`src/rtl/counter_pkg.sv`:
```
// Shared constants and types for the programmable counter family.
package counter_pkg;

    localparam logic [1:0] MODE_WRAP    = 2'b00;
    localparam logic [1:0] MODE_SAT     = 2'b01;
    localparam logic [1:0] MODE_ONESHOT = 2'b10;

    typedef enum logic {
        ST_RUN,
        ST_DONE
    } state_t;

endpackage

```
`src/rtl/counter_next.sv`:
```
// Combinational next-count and overflow detection for up/down counters.
module counter_next
    import counter_pkg::*;
#(
    parameter int N      = 8,
    parameter int STEP_W = 4
) (
    input  logic [N-1:0]      i_q,
    input  logic [N-1:0]      i_limit,
    input  logic [STEP_W-1:0] i_step,
    input  logic              i_up,
    input  logic [1:0]        i_mode,
    output logic [N-1:0]      o_q_next,
    output logic              o_ovf
);

    localparam logic [N:0] ONE = 1;

    logic [N:0] w_q;
    logic [N:0] w_lim;
    logic [N:0] w_stp;
    logic [N:0] w_se;
    logic [N:0] w_sum;
    logic       w_clamp;

    assign w_q     = {1'b0, i_q};
    assign w_lim   = {1'b0, i_limit};
    assign w_stp   = {{(N+1-STEP_W){1'b0}}, i_step};
    assign w_se    = (w_stp > w_lim) ? w_lim : w_stp;
    assign w_sum   = w_q + w_se;
    assign w_clamp = (i_mode == MODE_SAT) || (i_mode == MODE_ONESHOT);

    always_comb begin
        o_q_next = i_q;
        o_ovf    = 1'b0;
        // A zero effective step only counts as overflow when the range is {0}.
        if (w_se == '0) begin
            o_ovf = (i_limit == '0);
        end else if (i_up) begin
            if (w_sum > w_lim) begin
                o_ovf    = 1'b1;
                o_q_next = w_clamp ? i_limit : N'(w_sum - w_lim - ONE);
            end else begin
                o_q_next = N'(w_sum);
            end
        end else begin
            if (w_q < w_se) begin
                o_ovf    = 1'b1;
                o_q_next = w_clamp ? '0 : N'(w_q + w_lim + ONE - w_se);
            end else begin
                o_q_next = N'(w_q - w_se);
            end
        end
    end

endmodule

```
`src/rtl/counter_ud_prog.sv`:
```
// Programmable up/down counter with wrap, saturate and one-shot modes.
module counter_ud_prog
    import counter_pkg::*;
#(
    parameter int N      = 8,
    parameter int STEP_W = 4
) (
    input  logic              clk,
    input  logic              rst,
    input  logic              i_en,
    input  logic              i_up,
    input  logic              i_load,
    input  logic [N-1:0]      i_load_val,
    input  logic [N-1:0]      i_limit,
    input  logic [STEP_W-1:0] i_step,
    input  logic [1:0]        i_mode,
    output logic [N-1:0]      o_q,
    output logic              o_tc,
    output logic              o_done
);

    logic [N-1:0] r_q;
    logic         r_tc;
    logic         r_done;
    state_t       r_state;

    logic [N-1:0] w_q_next;
    logic         w_ovf;
    logic         w_oneshot;

    assign w_oneshot = (i_mode == MODE_ONESHOT);

    counter_next #(
        .N      (N),
        .STEP_W (STEP_W)
    ) u_next (
        .i_q      (r_q),
        .i_limit  (i_limit),
        .i_step   (i_step),
        .i_up     (i_up),
        .i_mode   (i_mode),
        .o_q_next (w_q_next),
        .o_ovf    (w_ovf)
    );

    always_ff @(posedge clk) begin
        if (rst) begin
            r_q     <= '0;
            r_tc    <= 1'b0;
            r_done  <= 1'b0;
            r_state <= ST_RUN;
        end else if (i_load) begin
            r_q     <= (i_load_val > i_limit) ? i_limit : i_load_val;
            r_tc    <= 1'b0;
            r_done  <= 1'b0;
            r_state <= ST_RUN;
        end else if (r_state == ST_DONE || !i_en) begin
            r_tc    <= 1'b0;
        end else if (r_q > i_limit) begin
            // Limit was lowered below the current count.
            r_q     <= i_limit;
            r_tc    <= 1'b1;
            if (w_oneshot) begin
                r_state <= ST_DONE;
                r_done  <= 1'b1;
            end
        end else begin
            r_q     <= w_q_next;
            r_tc    <= w_ovf;
            if (w_oneshot && w_ovf) begin
                r_state <= ST_DONE;
                r_done  <= 1'b1;
            end
        end
    end

    assign o_q    = r_q;
    assign o_tc   = r_tc;
    assign o_done = r_done;

endmodule

```
`config.mk`:
```
export PLATFORM = sky130hd
export DESIGN_NAME = counter_ud_prog
export DESIGN_NICKNAME = d
export VERILOG_FILES = /design/src/rtl/counter_pkg.sv /design/src/rtl/counter_next.sv /design/src/rtl/counter_ud_prog.sv
export SDC_FILE = /design/constraint.sdc
export NUM_CORES = 1
export LEC_CHECK = 0
export ABC_AREA = 1
export ABC_CLOCK_PERIOD_IN_PS = 4300
export CAP_MARGIN = 40
export CORE_UTILIZATION = 30
export DETAILED_ROUTE_END_ITERATION = 8
export PLACE_DENSITY_LB_ADDON = 0.25
export SLEW_MARGIN = 0
export SYNTH_ARGS = -nofsm -noshare
export SYNTH_HDL_FRONTEND = slang
export SYNTH_SLANG_ARGS = --single-unit
```
`constraint.sdc`:
```
create_clock -name clk -period 4.3 [get_ports clk]
set_input_delay 0.86 -clock clk [delete_from_list [all_inputs] [get_ports clk]]
set_output_delay 0.86 -clock clk [all_outputs]
set_load 0.05 [all_outputs]
```
== Word level (Yosys, flattened, before mapping) ==
Cells that the tools add are included.
Word-level totals
  memory bits (read-only): 0
  RAM bits: 0
  word-level logic and storage cells: 51
  memories kept: 0
  output and inout port bits: 10
  latch bits: 0
  register bits after elaboration: 10
  input bits: 27
Operators by class
  muxes and demuxes: 19
  reduce and logical (&&, ||, !) cells: 11
  order comparisons: 5
  bitwise operators: 1
  divide/modulo/power cells: 0
  equal/unequal tests: 5
  multipliers: 0
  shift-type cells: 0
  add/sub/neg operators: 7
Operators by type and width (number)
  two-way mux 8 bit: 11
  subtractor 8 bit: 3
  > comparator 8 bit: 2
  adder 8 x 8 -> 9 bit: 1
  > comparator 9 x 8 -> 1 bit: 1
  zero test 9 bit: 1
  less-than comparator 8 x 9 -> 1 bit: 1
  adder 8 x 1 -> 8 bit, second input constant: 1
  adder 8 bit: 1
  > comparator 4 x 8 -> 1 bit: 1
  zero test 8 bit: 1
  two-way mux 1 bit: 8
  subtractor 8 x 1 -> 8 bit, second input constant: 1
  inequality test 2 bit, second input constant: 2
  inequality test 3 bit, second input constant: 1
  AND reduction 3 bit: 1
  OR reduction 3 bit: 1
  == test 2 x 1 -> 1 bit, second input constant: 1
  == test 2 bit, second input constant: 1
  logical OR 1 bit: 2
  AND reduction 2 bit: 1
  nonzero test 2 bit: 1
  OR reduction 2 bit: 1
  logical AND 1 bit: 1
  2 further kinds: 2

== Depth between registers and ports, before layout ==
Gate-level depths: netlist of the first run.
  word-level depth: 12
  depth in mapped cells: 32

== By module ==
From an unflattened synthesis of the first run, not the netlist that was laid out.
Unflattened totals
  cell total of the unflattened synthesis: 606
  area, all modules: 3616.0 um^2
Modules (own cells, without submodules)
  counter_next: area an instance 2468.6 um^2, times used 1, cells each 429
  counter_ud_prog: area an instance 1147.4 um^2, times used 1, cells each 177

== Worst setup path before layout of the first run ==
Ideal clock, no wire load.
  path type: input to register
  start point: input port i_limit[3]
  end point: register r_q[6], in the netlist o_q[6]
  setup time: 116 ps
  cell stages on the path: 29
  data required time: 4184 ps
  arrival: 4291 ps
  path slack: -107 ps
  cells stage by stage: inv_1 > ha_1 > nand2_1 > nor2_1 > nor2_4 > nand2_4 > o21ai_2 > ha_1 > inv_1 > fa_1 > inv_1 > nand4_1 > nand3_1 > xor2_1 > ha_1 > nand2_1 > inv_1 > nand2_1 > nand2_1 > nand2_1 > nand3_1 > nand2_1 > nand3_2 > nand2_1 > nand2_1 > nand2_1 > nand2_1 > nand2_1 > a21oi_2
Between the ends
  cells in the longest elaborated chain, start to end: 12
  elaborated cells on any way between the ends: 26
Ends and longest elaborated chain
  from (decl): RTL line counter_ud_prog.sv:14  | input logic [N-1:0] i_limit,
  > comparator 4 x 8 -> 1 bit: RTL line counter_next.sv:29  | assign w_se = (w_stp > w_lim) ? w_lim : w_stp;
  two-way mux 8 bit: RTL line counter_next.sv:29
  adder 8 x 8 -> 9 bit: RTL line counter_next.sv:30  | assign w_sum = w_q + w_se;
  subtractor 8 bit: RTL line counter_next.sv:42  | o_q_next = w_clamp ? i_limit : N'(w_sum - w_lim - ONE);
  subtractor 8 x 1 -> 8 bit: RTL line counter_next.sv:42
  two-way mux 8 bit: RTL line counter_next.sv:42
  two-way mux 8 bit: RTL line counter_next.sv:40  | if (w_sum > w_lim) begin
  two-way mux 8 bit: RTL line counter_next.sv:39  | end else if (i_up) begin
  two-way mux 8 bit: RTL line counter_next.sv:37  | if (w_se == '0) begin
  two-way mux 8 bit: RTL line counter_ud_prog.sv:59  | end else if (r_q > i_limit) begin
  two-way mux 8 bit: RTL line counter_ud_prog.sv:57  | end else if (r_state == ST_DONE || !i_en) begin
  two-way mux 8 bit: RTL line counter_ud_prog.sv:52  | end else if (i_load) begin
  to (signal assigned): RTL line counter_ud_prog.sv:53  | r_q <= (i_load_val > i_limit) ? i_limit : i_load_val;
  to (signal assigned): RTL line counter_ud_prog.sv:61  | r_q <= i_limit;
  to (signal assigned): RTL line counter_ud_prog.sv:68  | r_q <= w_q_next;
  to (decl): RTL line counter_ud_prog.sv:22  | logic [N-1:0] r_q;
Parallel ways exist; a longest one is shown, timed or not. The select of a mux whose other input is x is not followed.
A chain may end at the register's enable or synchronous reset.

== Worst setup path after layout of the first run ==
  start point: input port i_step[3]
  end point: register r_q[3], in the netlist o_q[3]
Between the ends
  cells in the longest elaborated chain, start to end: 12
  elaborated cells on any way between the ends: 21
Ends and longest elaborated chain
  from (decl): RTL line counter_ud_prog.sv:15  | input logic [STEP_W-1:0] i_step,
  > comparator 4 x 8 -> 1 bit: RTL line counter_next.sv:29
  two-way mux 8 bit (*): RTL line counter_next.sv:29
  adder 8 x 8 -> 9 bit: RTL line counter_next.sv:30
  subtractor 8 bit: RTL line counter_next.sv:42
  subtractor 8 x 1 -> 8 bit: RTL line counter_next.sv:42
  two-way mux 8 bit: RTL line counter_next.sv:42
  two-way mux 8 bit: RTL line counter_next.sv:40
  two-way mux 8 bit: RTL line counter_next.sv:39
  two-way mux 8 bit: RTL line counter_next.sv:37
  two-way mux 8 bit: RTL line counter_ud_prog.sv:59
  two-way mux 8 bit: RTL line counter_ud_prog.sv:57
  two-way mux 8 bit: RTL line counter_ud_prog.sv:52
Every way passes the cells marked *; elsewhere a longest branch is shown, timed or not. The select of a mux whose other input is x is not followed.

==> results of run 1 <==
==> per-stage QoR <==
stage	TNS [ns]	total power, mW	cells	area [um2]
after CTS	0	1.61	857	4930
after floorplan	-0.00899	0.872	597	3500
after detailed placement	-7.93	1.29	836	4530
final	0	1.76	863	5140
after global placement	-6.68	1.28	836	4530
after global routing	-0.166	1.90	863	5140
==> worst min path at each step <==
| stage | slack (ns) | cells past startpoint | start | endpoint |
|---|---|---|---|---|
| 2_1_floorplan | 0.71 | 2 | r_state | r_state |
| 3_3_place_gp | 0.49 | 2 | r_state | r_state |
| 3_5_place_dp | 0.49 | 2 | r_state | r_state |
| 4_1_cts | 0.50 | 2 | r_state | r_state |
| 5_1_grt | 0.53 | 2 | r_state | r_state |
| 6_report | 0.51 | 2 | r_state | r_state |
==> layout by cell type, fill, tap and decap left out, drive strengths merged <==
master and instances:
a21boi 1, a21o 2, a21oi 37, a31oi 1, and2 2, buf 99
clkbuf 9, clkdlybuf4s50 24, clkinv 2, conb 8, dfxtp 10, dlygate4sd2 2
dlymetal6s2s 2, fa 7, ha 58, inv 97, nand2 172, nand3 64
nand3b 1, nand4 18, nor2 57, nor3 3, o211ai 4, o21a 1
o21ai 26, o22ai 1, or2 3, xnor2 5, xor2 7
==> flip-flops by register name (all words and copies together) (netlist names) <==
| register | cells |
|---|---|
| r_state | 1 |
| o_q | 8 |
| o_tc | 1 |
==> worst register-to-register path, delay by kind of cell (launching register included) <==
kind	cells	cell delay, ns
and+or+nand+nor	14	1.33
adders and majority gates	2	0.72
DFF	1	0.53
buffers and inverters	3	0.34
AOI/OAI and AO/OA	2	0.18
==> cell type report <==
cell class	count	area [um2]	share of cell area (%)
Multi-Input combinational cell	478	3240	63.1
Timing Repair Buffer	132	1060	20.6
Inverter	99	374	7.27
Sequential cell	10	200	3.89
Tap cell	140	175	3.40
Clock buffer	4	88.8	1.73
==> power groups by stage <==
stage	registers, mW	logic (mW)	clock network [mW]
floorplan	0.168	0.704	0
global placement	0.132	1.15	0
detailed placement	0.132	1.16	0
CTS	0.132	1.29	0.193
global route	0.134	1.57	0.199
finish	0.132	1.43	0.195
==> timing repair <==
item / 4_1_cts / 5_1_grt
gates resized for setup: 51 / 66
setup buffers: 17 / 6
endpoints found under the setup margin: 10 / 10
pin swaps: 22 / 29
==> kinds of logic after synthesis <==
family,count (synthesis),share of synthesized area [%]
adders and majority gates,65,25.0
xor gates and xnor gates,12,3.03
DFF,10,5.78
and+or+nand+nor,320,41.0
AOI/OAI and AO/OA,73,12.6
buffers and inverters,109,12.4
other,2,0.217
==> metal layers <==
| layer | up-vias | GRT usage [%] |
|---|---|---|
| met5 | - | 0 |
| met4 | 0 | 5.62 |
| met3 | 26 | 2.96 |
| met2 | 96 | 40.1 |
| met1 | 1994 | 26.3 |
| li1 | 2163 | - |
==> impl_results.md, run 1 <==
* Status: finished, final reports clean
* Internal power at just under 900 uW
* Gr ovfl total at 0
* Sequential area share after synthesis at 5.78%
* Met2 Wirelength at ~6300 um
* Number of global-route vias before repair at ~4,200
* Leak at between 2 and 3 nW
* Post-synth cell types at 39
* Clock Skew at about 0.0018 ns
* R2R Path End: o_q[1]
* Die Span X at between 100 and 150 um
* DPL Wire Length at 9890 um
* Initial Util at 31.4%
* DR WL/cell at ~15 um
* Top sig layer: met4
* Critical-path cell list: buf_4 -> ha_4 -> nand2_4 -> o21ai_4 -> nand2_4 -> o21ai_4 -> ha_4 -> inv_1 -> fa_2 -> buf_4 -> xnor2_1 -> ha_1 -> nand2_1 -> nand2_1 -> o21ai_2 -> nand3_2 -> nand2_2 -> buf_6 -> nand4_1 -> nand3_2 -> nand3_2 -> nand2_2 -> a21oi_2
* Sw frac at around half
* Post-synth top flop: dfxtp_1
* Critical-path maximum fanout at 7
* Critical-path top delay cell: fa_2
* Filler Cell Count at 1,144
* Setup crit end kind: register
* Initial DRC count at 228
* Slowest stage delay, CP at 0.36 ns
* First-pass DRT Iterations at 6
* Worst setup margin at approximately 0.14 ns
* Hold_buf cts at 0
* H-tree depth at 1
* RR Startpoint: o_q[4]
* Asr flop ratio synth at 0%
* MaxCap Viol Count at 0
* Largest net degree at the start of global routing at 18
* Antenna Nets Post-Route at 0
* Hold Path Class: reg2reg
* Crit path max-delay family: adder cells
* Crit path buf inv count at 4
* Worst Path Arrival at between 4 and 5 ns
* Cell accounting for the most synthesized area: ha_1
* Pre-CTS setup slack at -0.859 ns
* R2r setup slk at roughly 1.1 ns
* Most frequent CP cell: nand3_2
* Seq cells post-synth at 10
* Count leader, synth: nand2_1
* CTS tree: yes
* Core Area at about 11,000 um2
* First-pass GRT wire length at 20,200 um
* Latest clock arrival within the worst-skew pair at ~0.24 ns
* Slew @ Worst Pin at between 0.6 and 0.7 ns
* Remaining DRCs at 0
* Crit path to: o_q[3]
* DIE AREA at 12,000 um2
* Num CTS Buffers at 3
* Nets at 816
* Final Setup Violations at 0
* Max VDD drop at between 0.15 and 0.2 mV
* Clock Tree Root: clkbuf_16
* # diodes at 0
* Synth top area share at a little over a fifth
* Worst-path clk slew at roughly 0.050 ns
* CP Depth at 23
* Site Rows at 38
* Clock power frac at about 11%
* Max frequency at roughly 0.24 GHz
* Post-Syn Instances at roughly 590
* Setup crit start: i_step[3]
* Fin Hold WS at just over 0.5 ns
* Final Hold Fails at 0
* Initial antenna violation count at 0
* Fin util at a little under half
* Synth Cell Area at roughly 3500 um2
* Period utilisation layout at slightly below 100%
* Die Ht at 109 um
* EDFF count, synth at 0
* Clock Sinks at 10
* Buffers added on ports at 36
* Layout cells sized above 1 at 28.9%
* Ports at 37
* Startpoint Class: primary input
* WL met3 at around 530 um
* Final Wtd Congestion at 0.932
* CTS Buffer Depth at 2
* Sequential share of power at 7.5%
* Crit Path Category: in2reg
* Vias/cell at 4.96
* Area growth syn-to-layout at 48.6%
* R2R cell count at 21
* M1 wire length at around 5600 um
* Max transition margin at a little under three fifths
* Combinational share of power at roughly four fifths
* GRT Util Overall at between 20% and 30%
* Max Slew Vio Count at 0
* Required @ worst endpoint at about 4.4 ns
* Sw power at around 870 uW
* Via count at ~4,300
* Drt total wl at 12,600 um
* Cell Pwr Density at 342 nW/um2
* Syn avg cell area at a little under 6 um2
* Dominant cells by area after synthesis: ha_1, nand2_1, inv_1
* Min cycle time layout at 4.16 ns
* Synth cell count leaders: nand2_1, inv_1, nand3_1
* Yosys warns at 0
Note: power is estimated with default switching activity, not from simulation.
==> run 2: changes to the inputs <==
--- a/config.mk
+++ b/config.mk
@@ -7,9 +7,9 @@
 export LEC_CHECK = 0
 export ABC_AREA = 1
-export ABC_CLOCK_PERIOD_IN_PS = 4300
 export CAP_MARGIN = 40
 export CORE_UTILIZATION = 30
 export DETAILED_ROUTE_END_ITERATION = 8
 export PLACE_DENSITY_LB_ADDON = 0.25
+export SETUP_SLACK_MARGIN = 0.15
 export SLEW_MARGIN = 0
 export SYNTH_ARGS = -nofsm -noshare
==> constraint.sdc (replaced) <==
create_clock -name clk -period 4.3 [get_ports clk]
set_input_delay 0.86 -clock clk [delete_from_list [all_inputs] [get_ports clk]]
set_output_delay 0.86 -clock clk [all_outputs]
set_load 0.1 [all_outputs]
==> impl_results.md, run 2 (synthesized netlist as in run 1, its figures left out) <==
* Worst-path clk slew at approximately 0.050 ns
* First-pass GRT wire length at about 20,000 um
* Max frequency at 0.239 GHz
* Period utilisation layout at slightly below 100%
* Gr ovfl total at 0
* Required @ worst endpoint at between 4 and 5 ns
* DR WL/cell at between 10 and 15 um
* Antenna Nets Post-Route at 0
* Largest net degree at the start of global routing at 18
* Max VDD drop at just under 0.3 mV
* Crit path max-delay family: simple AND/OR/NAND/NOR gates
* Slowest stage delay, CP at 0.38 ns
* Site Rows at 38
* DPL Wire Length at between 10,000 and 15,000 um
* Clock Tree Root: clkbuf_16
* Commonest non-fill, non-tap cell in the layout: nand2_1
* DIE AREA at approximately 12,000 um2
* Largest register FFs at 8
* Setup crit end kind: register
* # diodes at 0
* Remaining DRCs at 0
* First-pass DRT Iterations at 4
* Critical-path top delay cell: fa_2
* Drt total wl at about 12,000 um
* CTS tree: yes
* Min cycle time layout at 4.18 ns
* Die Ht at between 100 and 150 um
* Worst Path Arrival at between 4 and 5 ns
* CP Depth at 28
* Fin Hold WS at 0.491 ns
* H-tree depth at 1
* Latest clock arrival within the worst-skew pair at around 0.24 ns
* Clock Sinks at 10
* Crit Path Category: in2reg
* Setup crit start: i_limit[1]
* Buffers added on ports at 36
* Vias/cell at between 4 and 5
* Die Span X at approximately 110 um
* Most frequent cells in the layout: nand2_1, inv_1, buf_4, nor2_1, nand3_1
* Leak at between 2 and 3 nW
* Final Setup Violations at 0
* Status: finished, final reports clean
* Max Slew Vio Count at 0
* CTS Buffer Depth at 2
* Initial DRC count at 145
* RSZ-0062 raised after global routing: yes
* Layout cells sized above 1 at approximately 29%
* Num CTS Buffers at 3
* Core Area at between 10,000 and 15,000 um2
* R2R Path End: o_q[1]
* MaxCap Viol Count at 0
* Fin util at 46.9%
* Ports at 37
* Via count at ~4,200
* Clock Skew at between 0.001 and 0.0015 ns
* Startpoint Class: primary input
* GRT Util Overall at between 20% and 30%
* Nets at approximately 810
* Hold Path Class: reg2reg
* R2R cell count at 21
* Final Wtd Congestion at a little under 1
* Slew @ Worst Pin at slightly below 0.7 ns
* Initial Util at a little under a third
* Number of global-route vias before repair at roughly 4,200
* RR Startpoint: o_q[0]
* Cell Pwr Density at 342 nW/um2
* Critical-path maximum fanout at 8
* Initial antenna violation count at 0
* Crit path to: o_q[1]
* Crit path buf inv count at 5
* Filler Cell Count at 1,178
* Area growth syn-to-layout at 49.3%
* Max transition margin at a little over half
* R2r setup slk at about 1.2 ns
* Final Hold Fails at 0
## run 2: power breakdown
group	internal [mW]	leakage, nW	switching (mW)
Combinational	0.630	2.60	0.834
Clock	0.121	0.0370	0.0513
Sequential	0.105	0.0829	0.0245
Total	0.857	2.72	0.910
## run 2: layout make-up
type,count,area [um2],area share (%)
sequential,10,200,3.87
inverter,99,383,7.40
clock buffer,3,75.1,1.45
timing repair buffer,125,1100,21.2
tap,140,175,3.39
multi-input combinational,478,3240,62.7
## run 2: timing repair
| item | 4_1_cts | 5_1_grt |
|---|---|---|
| cloned | 0 | 0 |
| gates resized for setup | 75 | 27 |
| endpoints found under the setup margin | 10 | 10 |
| buffers inserted | 7 | 4 |
| hold buffers | 0 | 0 |
| pin swaps | 36 | 33 |
## run 2: per-stage QoR
step           TNS [ns]  power, mW  std cells  instance area (um2)  setup WS, ns
4_1_cts               0       1.69        851                 5060         0.138
3_3_place_gp      -5.92       1.37        831                 4620        -0.664
3_5_place_dp      -7.02       1.42        841                 4770        -0.775
5_1_grt          -0.558       1.92        855                 5170       -0.0735
2_1_floorplan         0      0.950        597                 3630         0.145
6_report              0       1.77        855                 5170         0.120
## run 2: worst reg2reg max path: cells and delay by family (launching register included)
family	cells	cell delay, ns
buffers and inverters	3	0.14
DFF	1	0.47
xor gates and xnor gates	1	0.21
and+or+nand+nor	13	1.23
AOI/OAI and AO/OA	1	0.11
adders and majority gates	3	0.82
## run 2: per-layer routing
metal | global-route usage [%] | wire [um] | vias up | share of wire (%)
met5 | 0 | 0 | - | 0
met4 | 3.81 | 257 | 0 | 2.1
met3 | 1.48 | 433 | 20 | 3.6
met2 | 38.1 | 5680 | 92 | 47
met1 | 28.1 | 5710 | 1912 | 47
li1 | - | - | 2141 | -
## run 2: how the worst min path moves through the flow
stage                     startpoint       to  slack [ns]  cells past startpoint
final                        r_state  r_state        0.49                      2
after global routing         r_state  r_state        0.51                      2
after CTS                    r_state  r_state        0.50                      2
after detailed placement     r_state  r_state        0.49                      2
after global placement       r_state  r_state        0.48                      2
after floorplan              r_state  r_state        0.94                      2
==> run 3: changes to the inputs <==
- CAP_MARGIN: 40 -> 25
==> impl_results.md, run 3 (synthesized netlist as in run 1, its figures left out) <==
* Fin util at 46.5%
* Gr ovfl total at 0
* Leak at roughly 2.7 nW
* Largest register FFs at 8
* Max VDD drop at about 0.28 mV
* Max frequency at ~0.24 GHz
* Num CTS Buffers at 3
* Clock Sinks at 10
* First-pass DRT Iterations at 4
* Die Span X at between 100 and 150 um
* Setup crit end kind: register
* Number of global-route vias before repair at 4,251
* Final Hold Fails at 0
* Remaining DRCs at 0
* Via count at approximately 4,200
* Final Wtd Congestion at ~0.99
* CTS tree: yes
* Buffers added on ports at 36
* Min-Delay Endpoint: r_state
* Max transition margin at 32.9%
* Hold Path Class: reg2reg
* Critical-path top delay cell: ha_4
* Die Ht at 109 um
* Initial Util at a little under a third
* MaxCap Viol Count at 0
* H-tree depth at 1
* DR WL/cell at roughly 14 um
* Required @ worst endpoint at approximately 4.4 ns
* Worst hold start: r_state
* Core Area at ~11,000 um2
* Max Slew Vio Count at 0
* RR Startpoint: o_q[3]
* Slew @ Worst Pin at approximately 1.0 ns
* Initial DRC count at between 150 and 200
* Startpoint Class: primary input
* Min cycle time layout at roughly 4.2 ns
* Status: finished, final reports clean
* Antenna Nets Post-Route at 0
* # diodes at 0
* Worst Path Arrival at 4.35 ns
* Largest net degree at the start of global routing at 18
* R2r setup slk at around 1.2 ns
* Drt total wl at about 12,000 um
* DIE AREA at roughly 12,000 um2
* Number of cells on the worst hold path at 2
* Vias/cell at 4.91
* Commonest non-fill, non-tap cell in the layout: nand2_1
* CTS Buffer Depth at 2
* Site Rows at 38
* DPL Wire Length at around 10000 um
* Cell Pwr Density at between 300 and 400 nW/um2
* Slowest stage delay, CP at slightly above 0.3 ns
* Clock Skew at 0.00268 ns
* R2R Path End: o_q[7]
* GRT Util Overall at a little over a fifth
* Final Setup Violations at 0
* R2R cell count at 20
* Crit Path Category: in2reg
* Layout cells sized above 1 at 28.8%
* First-pass GRT wire length at around 20,000 um
* Crit path max-delay family: simple AND/OR/NAND/NOR gates
* Nets at 806
* Area growth syn-to-layout at 48.1%
* Critical-path maximum fanout at 6
* Setup TNS at 0 ns
* Worst-path clk slew at 0.05 ns
* Latest clock arrival within the worst-skew pair at 0.24 ns
* Crit path buf inv count at 6
* Period utilisation layout at 98.0%
* Clock Tree Root: clkbuf_16
* RSZ-0062 raised after global routing: yes
* Most frequent CP cell: nand2_1
* Most frequent cells in the layout: nand2_1, buf_4, inv_1, nor2_1, nand3_1
* Initial antenna violation count at 0
* Ports at 37
[run 3: tightest hold or removal path, cell delays in order, from the launching register on]
cell and delay [ns]:
dfxtp_1 0.32, nand3_1 0.08, nand2_1 0.05
[run 3: how the worst max path moves through the flow]
stage / cells past startpoint / end / from / slack, ns
floorplan: 27 / o_q[1] / i_limit[3] / 0.15
global placement: 30 / o_q[7] / i_limit[2] / -0.66
detailed placement: 29 / o_q[1] / i_limit[1] / -0.77
CTS: 28 / o_q[1] / i_limit[3] / 0.14
global route: 28 / o_q[1] / i_limit[1] / -0.11
finish: 28 / o_q[7] / i_limit[1] / 0.08
[run 3: what timing repair did]
item / 4_1_cts / 5_1_grt
hold buffers: 0 / 0
setup endpoints to repair: 10 / 10
gates resized for setup: 79 / 29
pin swaps: 37 / 34
setup buffers: 16 / 2
hold endpoints to repair: 0 / 0
[run 3: layer usage]
metal | vias to the layer above | share of wire (%) | global-route usage [%]
met5 | - | 0 | 0
met4 | 0 | 2.5 | 5.33
met3 | 22 | 4.3 | 1.48
met2 | 116 | 48 | 38.9
met1 | 1909 | 45 | 28.1
li1 | 2140 | - | -
[run 3: power breakdown]
part	internal (mW)	switching, mW
clock network	0.121	0.0493
logic	0.636	0.847
registers	0.105	0.0252
total	0.863	0.921
[run 3: stage by stage]
stage	cells	cell area, um2	power, mW	hold WS [ns]	setup slack, ns
3_3_place_gp	831	4620	1.37	0.483	-0.664
6_report	852	5130	1.78	0.494	0.0839
3_5_place_dp	831	4620	1.38	0.485	-0.772
2_1_floorplan	597	3630	0.950	0.940	0.145
5_1_grt	852	5130	1.95	0.536	-0.108
4_1_cts	850	4970	1.69	0.496	0.144
[run 3: area by class of cell]
cell class / instances / area, um2
multi-input cells: 478 / 3290
clock buffers: 3 / 75.1
inverters: 99 / 383
fillers: 1148 / 5900
repair buffers: 122 / 1010
flip-flops and latches: 10 / 200
well taps: 140 / 175
